**config.mk**
```make
export PLATFORM = sky130hd
export DESIGN_NAME = bcd_entry_controller
export DESIGN_NICKNAME = d
export VERILOG_FILES = /design/src/rtl/bcd_entry_controller.sv
export SDC_FILE = /design/constraint.sdc
export NUM_CORES = 1
export LEC_CHECK = 0
export CORE_MARGIN = 5
export CORE_UTILIZATION = 40
export CTS_CLUSTER_DIAMETER = 150
export DETAILED_ROUTE_END_ITERATION = 10
export GPL_TIMING_DRIVEN = 0
export HOLD_SLACK_MARGIN = 0.12
export PLACE_DENSITY = 0.72
export SYNTH_ARGS = -nofsm -noshare
export SYNTH_HDL_FRONTEND = slang
export SYNTH_SLANG_ARGS = --single-unit
```
**constraint.sdc**
```tcl
create_clock -name clk -period 2 [get_ports clk]
set_clock_uncertainty 0.1 [all_clocks]
set_input_delay 0.2 -clock clk [delete_from_list [all_inputs] [get_ports clk]]
set_output_delay 0.2 -clock clk [all_outputs]
set_load 0.03 [all_outputs]
```
**src/rtl/bcd_entry_controller.sv**
```systemverilog
// Signed 3-digit BCD entry controller: buttons edit a live buffer; a center press commits it. Latency: edits and commits visible 1 clk after the pulse.
// Backpressure: value_valid/value_out hold until value_ready; all buttons are ignored while busy.
module bcd_entry_controller #(
  parameter bit         CLEAR_ON_COMMIT = 1'b0,
  parameter logic [1:0] INIT_DIGIT      = 2'd0
) (
  input  logic        clk,
  input  logic        rst_n,
  input  logic        btn_up,
  input  logic        btn_down,
  input  logic        btn_left,
  input  logic        btn_right,
  input  logic        btn_center,
  input  logic        value_ready,
  output logic [12:0] display_input,
  output logic [1:0]  current_digit,
  output logic [12:0] value_out,
  output logic        value_valid,
  output logic        busy
);

  typedef enum logic {ST_EDIT, ST_WAIT_ACK} state_t;

  typedef struct packed {
    logic       sign;
    logic [3:0] d2;
    logic [3:0] d1;
    logic [3:0] d0;
  } bcd_val_t;

  state_t     state_q, state_d;
  bcd_val_t   buf_q, buf_d;
  bcd_val_t   vout_q, vout_d;
  logic [1:0] cursor_q, cursor_d;
  logic       valid_q, valid_d;
  logic       busy_q, busy_d;

  // Treating anything >= 9 as the wrap point keeps nibbles inside 0..9.
  function automatic logic [3:0] bcd_inc(input logic [3:0] d);
    return (d >= 4'd9) ? 4'd0 : d + 4'd1;
  endfunction

  function automatic logic [3:0] bcd_dec(input logic [3:0] d);
    return (d == 4'd0 || d > 4'd9) ? 4'd9 : d - 4'd1;
  endfunction

  always_comb begin
    state_d  = state_q;
    buf_d    = buf_q;
    vout_d   = vout_q;
    cursor_d = cursor_q;
    valid_d  = valid_q;
    busy_d   = busy_q;
    case (state_q)
      ST_EDIT: begin
        if (btn_center) begin
          // A zero magnitude always commits as +000, whatever the sign bit says.
          if (buf_q.d2 == 4'd0 && buf_q.d1 == 4'd0 && buf_q.d0 == 4'd0) begin
            vout_d = '0;
          end else begin
            vout_d = buf_q;
          end
          valid_d = 1'b1;
          busy_d  = 1'b1;
          state_d = ST_WAIT_ACK;
        end else if (btn_up || btn_down) begin
          case (cursor_q)
            2'd0:    buf_d.d0 = btn_up ? bcd_inc(buf_q.d0) : bcd_dec(buf_q.d0);
            2'd1:    buf_d.d1 = btn_up ? bcd_inc(buf_q.d1) : bcd_dec(buf_q.d1);
            2'd2:    buf_d.d2 = btn_up ? bcd_inc(buf_q.d2) : bcd_dec(buf_q.d2);
            default: buf_d.sign = ~buf_q.sign;
          endcase
        end else if (btn_left) begin
          cursor_d = cursor_q + 2'd1;
        end else if (btn_right) begin
          cursor_d = cursor_q - 2'd1;
        end
      end
      ST_WAIT_ACK: begin
        if (value_ready) begin
          valid_d  = 1'b0;
          busy_d   = 1'b0;
          state_d  = ST_EDIT;
          cursor_d = INIT_DIGIT;
          if (CLEAR_ON_COMMIT) begin
            buf_d = '0;
          end
        end
      end
      default: state_d = ST_EDIT;
    endcase
  end

  always_ff @(posedge clk or negedge rst_n) begin
    if (!rst_n) begin
      state_q  <= ST_EDIT;
      buf_q    <= '0;
      vout_q   <= '0;
      cursor_q <= INIT_DIGIT;
      valid_q  <= 1'b0;
      busy_q   <= 1'b0;
    end else begin
      state_q  <= state_d;
      buf_q    <= buf_d;
      vout_q   <= vout_d;
      cursor_q <= cursor_d;
      valid_q  <= valid_d;
      busy_q   <= busy_d;
    end
  end

  assign display_input = buf_q;
  assign current_digit = cursor_q;
  assign value_out     = vout_q;
  assign value_valid   = valid_q;
  assign busy          = busy_q;

endmodule

```
==> impl_metrics.env, run 1 <==
export IMPL_outcome="complete, no violations"
export IMPL_critPathBufInv=1
export IMPL_ys_warn_count=0
export IMPL_ir_worst_vdd_mv=0.6515
export IMPL_fp_dieW_um=80.24
export IMPL_vias=1761
export IMPL_ys_types=55
export IMPL_tightest_slew_ns=0.6741
export IMPL_drv_cap=0
export IMPL_htree_levels=2
export IMPL_ys_async_sr_fraction=1.000
export IMPL_synth_nets=239
export IMPL_cts_made_buffers=5
export IMPL_insertion_delay_ns=0.28
export IMPL_cp_start_kind="flop"
export IMPL_drt_initial_drc_count=146
export IMPL_floorplan_initialDensity=0.4150
export IMPL_path_delay_family="simple AND/OR/NAND/NOR gates"
export IMPL_whs_path_depth=2
export IMPL_synth_top_area_share=0.3805
export IMPL_finalSetupTns_ns=0
export IMPL_root_buffer="clkbuf_8"
export IMPL_path_cells="inv_1 > ha_2 > or4b_1 > o21ai_1 > nor3_1 > o21ai_1"
export IMPL_nNetsFinal=289
export IMPL_stdcell_count=334
export IMPL_worst_path_stages=6
export IMPL_crit_fanout=10
export IMPL_slowest_stage="dfrtp_1"
export IMPL_track_usage=0.1604
export IMPL_via_per_inst=5.272
export IMPL_worst_setup_path_type="reg2reg"
export IMPL_reg2regPathDepth=6
export IMPL_syn_inst=216
export IMPL_ios=38
export IMPL_dieHeight_um=80.24
export IMPL_layout_setup_ws_ns=0.09063
export IMPL_hold_path_class="reg2reg"
export IMPL_cts_sinks=30
export IMPL_routedWlPerCell_um=14.02
export IMPL_areaGrowthSynthToFinish_pct=31.26
export IMPL_synth_top_cell_by_area="dfrtp_1"
export IMPL_syn_cell_area_mm2=0.001973
export IMPL_grt_pass1_wl_mm=8.017
export IMPL_antenna_left=0
export IMPL_gp_congestion=0.8785
export IMPL_avgSynthCellArea_um2=9.135
export IMPL_layout_drive_gt1_share=0.1835
export IMPL_dp_slack_ns=-0.01204
export IMPL_crit_required_ns=2.11
export IMPL_layout_common_cells="36 x clkdlybuf4s50_1, 32 x nand2_1, 27 x dfrtp_1"
export IMPL_layout_commonest_cell="clkdlybuf4s50_1"
export IMPL_dp_final_hpwl_mm=3.378
export IMPL_dieArea_mm2=0.006438
export IMPL_cp_common_cell="o21ai_1"
export IMPL_rsz0062_at_grt="false"
export IMPL_place_inst=320
export IMPL_antenna_cells=0
export IMPL_clkTransAtPathRegs_ns=0.07
export IMPL_ys_top_cells_by_area="dfrtp_1 38%, ha_1 9.5%, nand2_1 6.1%"
export IMPL_ys_ff_latch=30
export IMPL_hold_viol=0
export IMPL_post_route_drc_count=0
export IMPL_timing_final_crit_share=0.9547
export IMPL_fin_crit_ns=1.909
export IMPL_max_slew_margin=0.5506
export IMPL_cts_tree="built"
export IMPL_grt_overflow=0
export IMPL_final_util=0.5447
export IMPL_synth_edf_count=0
export IMPL_io_buffers=37
export IMPL_power_leakage_nw=1.101
export IMPL_dr_pass1_iters=4
export IMPL_grt_max_degree=31
export IMPL_fmax_ghz=0.5237
export IMPL_antenna_found_initial=0
export IMPL_wirelength_mm=4.683
export IMPL_final_max_slew_viol_count=0
export IMPL_max_stage_delay_ns=0.49
export IMPL_synth_top_flop_cell="dfrtp_1"
export IMPL_first_global_vias=1698
export IMPL_crit_arrival_ns=2.02
export IMPL_setup_viol=0
export IMPL_total_power_mw=3.886
export IMPL_synth_seq_area_share=0.3805
export IMPL_cp_end_kind="flop"
export IMPL_core_area_mm2=0.004755
export IMPL_rows=25
export IMPL_p_per_area_mw_per_mm2=1501
export IMPL_cts_path_max_buffers=2
==> cells by family (layout without fill, tap and decap cells) <==
group | after synthesis | count (layout) | synth area share
xor+xnor | 2 | 2 | 0.008879
buf+inv | 25 | 76 | 0.05897
simple gates | 79 | 79 | 0.2258
fa+ha+maj | 15 | 15 | 0.09512
mux | 2 | 2 | 0.01015
compound gates | 63 | 63 | 0.2207
flops | 30 | 30 | 0.3805
==> where the power goes <==
group          internal, mW  total, mW  leakage [nW]  switching [mW]
Clock                 0.276      0.512        0.0472           0.236
Combinational         0.995       2.31         0.690            1.32
Sequential            0.836       1.06         0.363           0.225
Total                  2.11       3.89          1.10            1.78
==> metrics by stage <==
stage / area, um2 / hold slack [ns]
after global placement: 2427 / 0.3587
after detailed placement: 2427 / 0.3636
after floorplan: 1973 / -0.1956
after global routing: 2590 / 0.4354
final: 2590 / 0.3703
after CTS: 2524 / 0.3786
==> routing by layer <==
| metal | up-vias | track usage | wire length (um) |
|---|---|---|---|
| li1 | 882 | - | - |
| met1 | 821 | 0.2100 | 2213 |
| met2 | 49 | 0.2500 | 2108 |
| met3 | 9 | 0.04260 | 255 |
| met4 | 0 | 0.06419 | 105 |
| met5 | - | 0 | 0 |
==> tightest hold or removal path, delay by kind of cell (launching register included) <==
| kind | cells | cell delay (ns) |
|---|---|---|
| DFF | 1 | 0.34 |
| and+or+nand+nor | 2 | 0.10 |
==> state kept, by name, summed over array words and instances (netlist names) <==
| register | flops |
|---|---|
| display_input | 13 |
| state_q | 1 |
| value_out | 13 |
| current_digit | 2 |
| busy | 1 |
==> final cells by class <==
type | count | area [um2]
buffer | 12 | 67.56
clock buffer | 6 | 82.58
clock inverter | 2 | 12.51
fill | 456 | 2165
inverter | 13 | 48.80
multi-input combinational | 161 | 1127
sequential | 30 | 754.5
tap | 67 | 83.83
timing repair buffer | 43 | 412.9
==> Yosys cell counts, types with 3 or more instances <==
master     n
o22ai_1    4
nand2b_1   5
a31oi_1    3
o21ai_0    6
nand3_1    6
inv_1     12
nand2_1   32
nor2_1     8
dfrtp_1   30
a21oi_1    9
o31ai_1    6
a211oi_1   3
o21ai_1   11
ha_1      15
nor2b_1    5
buf_2      9
==> worst paths after layout <==
check,start,to,slack (ns)
min,value_out[2]$_DFFE_PN0P_,value_out[2]$_DFFE_PN0P_,0.37
min in group asynchronous,rst_n,current_digit[0]$_DFFE_PN0P_,0.38
max,display_input[4]$_DFFE_PN0P_,display_input[7]$_DFFE_PN0P_,0.09
min reg2reg,value_out[2]$_DFFE_PN0P_,value_out[2]$_DFFE_PN0P_,0.37
max in group asynchronous,rst_n,display_input[1]$_DFFE_PN0P_,0.94
max reg2reg,display_input[4]$_DFFE_PN0P_,display_input[7]$_DFFE_PN0P_,0.09
==> timing repair <==
item,CTS,global route
hold buffers,0,1
endpoints found under the hold margin,0,30
setup endpoints to repair,1,11
setup buffers,0,5
resized for setup,2,10
pin swaps,0,0
(Power assumes the default switching activity.)
==> inputs of run 2 (changes only) <==
--- a/config.mk
+++ b/config.mk
@@ -12,6 +12,7 @@
 export GPL_TIMING_DRIVEN = 0
 export HOLD_SLACK_MARGIN = 0.12
 export PLACE_DENSITY = 0.72
+export SKIP_LAST_GASP = 1
 export SYNTH_ARGS = -nofsm -noshare
 export SYNTH_HDL_FRONTEND = slang
 export SYNTH_SLANG_ARGS = --single-unit
==> run 2 against run 1 <==
Non-clock buffer count stayed put. Clock-buffer cell count did not move. Final cell count did not move. Clock power barely moved. Die area stayed put. Sequential share of layout area grew 0.11 points. Critical endpoint unchanged. Critical path depth unchanged. Worst hold slack about the same. Largest cell class unchanged. Via count about the same.
==> impl_metrics.env, run 2 (synthesis gave the netlist of run 1 again) <==
export IMPL_htree_levels=2
export IMPL_first_global_vias=1698
export IMPL_antenna_found_initial=0
export IMPL_via_per_inst=5.269
export IMPL_crit_fanout=10
export IMPL_cts_made_buffers=5
export IMPL_io_buffers=37
export IMPL_gp_congestion=0.8785
export IMPL_r2r_end="display_input[7]$_DFFE_PN0P_"
export IMPL_p_clk_frac=0.132
export IMPL_grt_pass1_wl_mm=8.017
export IMPL_crit_arrival_ns=2.02
export IMPL_switching_share=0.4579
export IMPL_dr_pass1_iters=4
export IMPL_clkTransAtPathRegs_ns=0.07
export IMPL_layout_drive_gt1_share=0.1760
export IMPL_min_from="value_out[2]$_DFFE_PN0P_"
export IMPL_routedWlPerCell_um=14.08
export IMPL_cts_path_max_buffers=2
export IMPL_hold_viol=0
export IMPL_fmax_ghz=0.5245
export IMPL_timing_final_crit_share=0.9533
export IMPL_fillCellCount=459
export IMPL_final_max_slew_viol_count=0
export IMPL_outcome="complete, no violations"
export IMPL_p_switching_mw=1.776
export IMPL_cp_end_kind="flop"
export IMPL_reg2regPathDepth=6
export IMPL_critPathLaunch="display_input[4]$_DFFE_PN0P_"
export IMPL_tightest_slew_ns=0.6764
export IMPL_max_slew_margin=0.5491
export IMPL_antenna_left=0
export IMPL_layout_commonest_cell="clkdlybuf4s50_1"
export IMPL_crit_required_ns=2.11
export IMPL_total_power_mw=3.879
export IMPL_root_buffer="clkbuf_8"
export IMPL_worst_setup_path_type="reg2reg"
export IMPL_ios=38
export IMPL_p_per_area_mw_per_mm2=1503
export IMPL_drv_cap=0
export IMPL_antenna_cells=0
export IMPL_track_usage=0.1604
export IMPL_fp_dieW_um=80.24
export IMPL_ir_worst_vdd_mv=0.6520
export IMPL_setup_viol=0
export IMPL_drt_initial_drc_count=119
export IMPL_nNetsFinal=289
export IMPL_layout_common_cells="36 x clkdlybuf4s50_1, 32 x nand2_1, 27 x dfrtp_1"
export IMPL_cts_sinks=30
export IMPL_endpoint="display_input[7]$_DFFE_PN0P_"
export IMPL_post_route_drc_count=0
export IMPL_floorplan_initialDensity=0.4150
export IMPL_power_leakage_nw=1.102
export IMPL_regToRegSetupSlack_ns=0.09
export IMPL_final_util=0.5426
export IMPL_rows=25
export IMPL_cts_tree="built"
export IMPL_dieHeight_um=80.24
export IMPL_whs_path_depth=2
export IMPL_insertion_delay_ns=0.29
export IMPL_finalSetupTns_ns=0
export IMPL_vias=1760
export IMPL_place_inst=320
export IMPL_grt_overflow=0
export IMPL_hold_path_class="reg2reg"
export IMPL_stdcell_count=334
export IMPL_fin_crit_ns=1.907
export IMPL_rsz0062_at_grt="true"
export IMPL_grt_max_degree=31
export IMPL_dieArea_mm2=0.006438
export IMPL_areaGrowthSynthToFinish_pct=30.75
export IMPL_cp_start_kind="flop"
export IMPL_wirelength_mm=4.703
export IMPL_r2r_start="display_input[4]$_DFFE_PN0P_"
export IMPL_dp_final_hpwl_mm=3.378
export IMPL_p_int_mw=2.103
export IMPL_power_frac_seq=0.273
export IMPL_core_area_mm2=0.004755
export IMPL_comb_power_share=0.595
[run 2: power by group through the flow]
| stage | logic [mW] | registers [mW] | clock network, mW |
|---|---|---|---|
| 5_1_grt | 2.52 | 1.11 | 0.557 |
| 3_5_place_dp | 2.17 | 1.09 | 0 |
| 4_1_cts | 2.18 | 1.08 | 0.520 |
| 2_1_floorplan | 1.02 | 1.48 | 0 |
| 3_3_place_gp | 2.14 | 1.08 | 0 |
| 6_report | 2.31 | 1.06 | 0.513 |
[run 2: metal layers]
layer / up-vias / share of wire / global-route usage
met5: - / 0 / 0
met4: 0 / 0.022 / 0.06419
met3: 9 / 0.048 / 0.04260
met2: 44 / 0.45 / 0.2500
met1: 826 / 0.48 / 0.2100
li1: 881 / - / -
[run 2: per-stage QoR]
stage                     setup WS (ns)  instance area [um2]  hold slack (ns)
after floorplan                0.002472                 1973          -0.1956
after global placement          0.04458                 2427           0.3587
after detailed placement       -0.01204                 2427           0.3636
after CTS                      0.005302                 2524           0.3786
after global routing           -0.04463                 2580           0.4354
final                           0.09339                 2580           0.3703
[run 2: cell type report]
type / instances / area [um2] / share of cell area
multi-input cells: 161 / 1117 / 0.4331
flip-flops and latches: 30 / 754.5 / 0.2924
repair buffers: 43 / 412.9 / 0.1600
well taps: 67 / 83.83 / 0.03249
clock buffers: 6 / 82.58 / 0.03201
plain buffers: 12 / 67.56 / 0.02619
inverters: 13 / 48.80 / 0.01891
clock inverters: 2 / 12.51 / 0.004850
[run 2: worst min-delay path by stage]
stage	end	slack [ns]
2_1_floorplan	busy$_DFFE_PN0P_	-0.20
3_3_place_gp	value_out[2]$_DFFE_PN0P_	0.36
3_5_place_dp	value_out[10]$_DFFE_PN0P_	0.36
4_1_cts	value_out[2]$_DFFE_PN0P_	0.38
5_1_grt	value_out[10]$_DFFE_PN0P_	0.44
6_report	value_out[2]$_DFFE_PN0P_	0.37
[run 2: timing repair]
action                                  CTS  global route
setup buffers                             0             5
hold buffers                              0             1
endpoints found under the setup margin    1            11
resized for setup                         2             7
cloned                                    0             0
hold endpoints to repair                  0            30
[run 2: critical path: stages, from the launching register on]
cell     delay [ns]
dfrtp_1        0.49
inv_1          0.16
ha_2           0.28
or4b_1         0.46
o21ai_1        0.13
nor3_1         0.09
o21ai_1        0.12
==> inputs of run 3 (changes only) <==
--- a/config.mk
+++ b/config.mk
@@ -9,7 +9,6 @@
 export CORE_UTILIZATION = 40
 export CTS_CLUSTER_DIAMETER = 150
 export DETAILED_ROUTE_END_ITERATION = 10
-export GPL_TIMING_DRIVEN = 0
 export HOLD_SLACK_MARGIN = 0.12
 export PLACE_DENSITY = 0.72
 export SKIP_LAST_GASP = 1
==> run 3 against run 2 <==
Clock power increased by 22%. Register-to-register slack about the same. Design area increased by 0.34%. Worst setup slack got worse by 0.010 ns. Worst hold slack got worse by 0.16 ns. Critical path type unchanged. Largest cell class unchanged. Largest power group unchanged.
==> impl_metrics.env, run 3 (synthesis gave the netlist of run 1 again) <==
export IMPL_cts_path_max_buffers=2
export IMPL_grt_max_degree=31
export IMPL_p_int_mw=2.202
export IMPL_root_buffer="clkbuf_8"
export IMPL_hold_path_class="in2async"
export IMPL_hold_viol=0
export IMPL_wirelength_mm=4.691
export IMPL_dp_final_hpwl_mm=3.514
export IMPL_floorplan_initialDensity=0.4150
export IMPL_antenna_left=0
export IMPL_io_buffers=37
export IMPL_timing_hold_ws_ns=0.2117
export IMPL_switching_share=0.4443
export IMPL_clkTransAtPathRegs_ns=0.07
export IMPL_power_leakage_nw=1.097
export IMPL_p_per_area_mw_per_mm2=1530
export IMPL_layout_common_cells="37 x clkdlybuf4s50_1, 32 x nand2_1, 29 x dfrtp_1"
export IMPL_cp_start_kind="flop"
export IMPL_comb_power_share=0.567
export IMPL_maxUsedRoutingLayer="met4"
export IMPL_gp_congestion=0.9100
export IMPL_drv_cap=0
export IMPL_crit_required_ns=2.09
export IMPL_final_util=0.5445
export IMPL_routedWlPerCell_um=14.26
export IMPL_post_cts_buffers=0
export IMPL_fp_dieW_um=80.24
export IMPL_grt_overflow=0
export IMPL_cts_made_buffers=5
export IMPL_insertion_delay_ns=0.29
export IMPL_outcome="complete, no violations"
export IMPL_final_max_slew_viol_count=0
export IMPL_layout_commonest_cell="clkdlybuf4s50_1"
export IMPL_post_route_drc_count=0
export IMPL_drt_initial_drc_count=87
export IMPL_fillCellCount=444
export IMPL_rows=25
export IMPL_htree_levels=2
export IMPL_crit_fanout=4
export IMPL_cp_end_kind="flop"
export IMPL_track_usage=0.1675
export IMPL_worst_setup_path_type="reg2reg"
export IMPL_hold_buffers=0
export IMPL_wl_met1_mm=2.052
export IMPL_fin_crit_ns=1.917
export IMPL_timing_final_crit_share=0.9585
export IMPL_p_switching_mw=1.760
export IMPL_p_clk_frac=0.157
export IMPL_ios=38
export IMPL_ir_worst_vdd_mv=0.5639
export IMPL_power_frac_seq=0.275
export IMPL_dr_pass1_iters=4
export IMPL_nNetsFinal=285
export IMPL_tightest_slew_ns=0.4014
export IMPL_rsz0062_at_grt="true"
export IMPL_dieArea_mm2=0.006438
export IMPL_cts_tree="built"
export IMPL_vias=1780
export IMPL_dieHeight_um=80.24
export IMPL_grt_pass1_wl_mm=8.431
export IMPL_met3WireLength_um=277
export IMPL_layout_drive_gt1_share=0.1450
export IMPL_crit_arrival_ns=2.00
export IMPL_fmax_ghz=0.5217
export IMPL_layout_setup_ws_ns=0.08310
export IMPL_dp_slack_ns=0.08746
export IMPL_antenna_found_initial=0
export IMPL_antenna_cells=0
export IMPL_setup_viol=0
export IMPL_route_met2_wl_mm=2.285
export IMPL_max_slew_margin=0.7324
export IMPL_areaGrowthSynthToFinish_pct=31.20
export IMPL_via_per_inst=5.410
export IMPL_first_global_vias=1788
export IMPL_core_area_mm2=0.004755
export IMPL_cts_sinks=30
run 3: cell types whose count changed in the layout (fill, tap and decap cells not counted), moves of 2 or more:
cell     before  now
inv_1         9   11
dfrtp_2       3    1
dfrtp_1      27   29
buf_2        10    0
inv_2         4    2
buf_4         6   14
run 3: path summary, 6_finish.rpt:
path	from	end	slack, ns	cells past startpoint
worst max-delay path	display_input[0]$_DFFE_PN0P_	display_input[2]$_DFFE_PN0P_	0.08	6
worst min-delay path	rst_n	current_digit[1]$_DFFE_PN0P_	0.21	2
worst max register to register	display_input[0]$_DFFE_PN0P_	display_input[2]$_DFFE_PN0P_	0.08	6
worst min register to register	value_out[2]$_DFFE_PN0P_	value_out[2]$_DFFE_PN0P_	0.38	2
max in group asynchronous	rst_n	display_input[7]$_DFFE_PN0P_	1.28	2
min in group clk	value_out[2]$_DFFE_PN0P_	value_out[2]$_DFFE_PN0P_	0.38	2
run 3: layout make-up:
type,count,area (um2),share of cell area
multi-input cells,161,1116,0.4311
flip-flops and latches,30,752.0,0.2905
repair buffers,51,475.5,0.1837
well taps,67,83.83,0.03238
clock buffers,6,82.58,0.03190
inverters,13,48.80,0.01885
clock inverters,1,30.03,0.01160
run 3: stage by stage:
step | total power, mW | std cells | instance area [um2] | TNS [ns]
after floorplan | 2.504 | 216 | 1973 | 0
after global placement | 3.295 | 322 | 2465 | 0
after detailed placement | 3.337 | 322 | 2465 | 0
after CTS | 3.975 | 329 | 2577 | 0
after global routing | 4.276 | 329 | 2589 | -0.03034
final | 3.962 | 329 | 2589 | 0
run 3: power by group through the flow:
stage                     Combinational (mW)  Clock (mW)  Sequential, mW
after CTS                               2.25       0.640            1.09
after detailed placement                2.24           0            1.10
final                                   2.25       0.624            1.09
after global placement                  2.21           0            1.08
after global routing                    2.45       0.680            1.15
after floorplan                         1.02           0            1.48
run 3: what timing repair did:
item	CTS	global route
gates resized for setup	0	4
hold endpoints to repair	0	0
endpoints found under the setup margin	0	3
run 3: per-layer routing:
layer,GRT usage,up-vias
met4,0.07095,0
met5,0,-
li1,-,874
met2,0.2649,52
met1,0.2129,845
met3,0.04709,9
run 3: critical path, stage by stage, from the launching register on:
cell      delay (ns)
dfrtp_1         0.39
inv_1           0.14
ha_1            0.23
or3b_4          0.43
a21oi_4         0.19
a22oi_1         0.12
o311ai_2        0.23
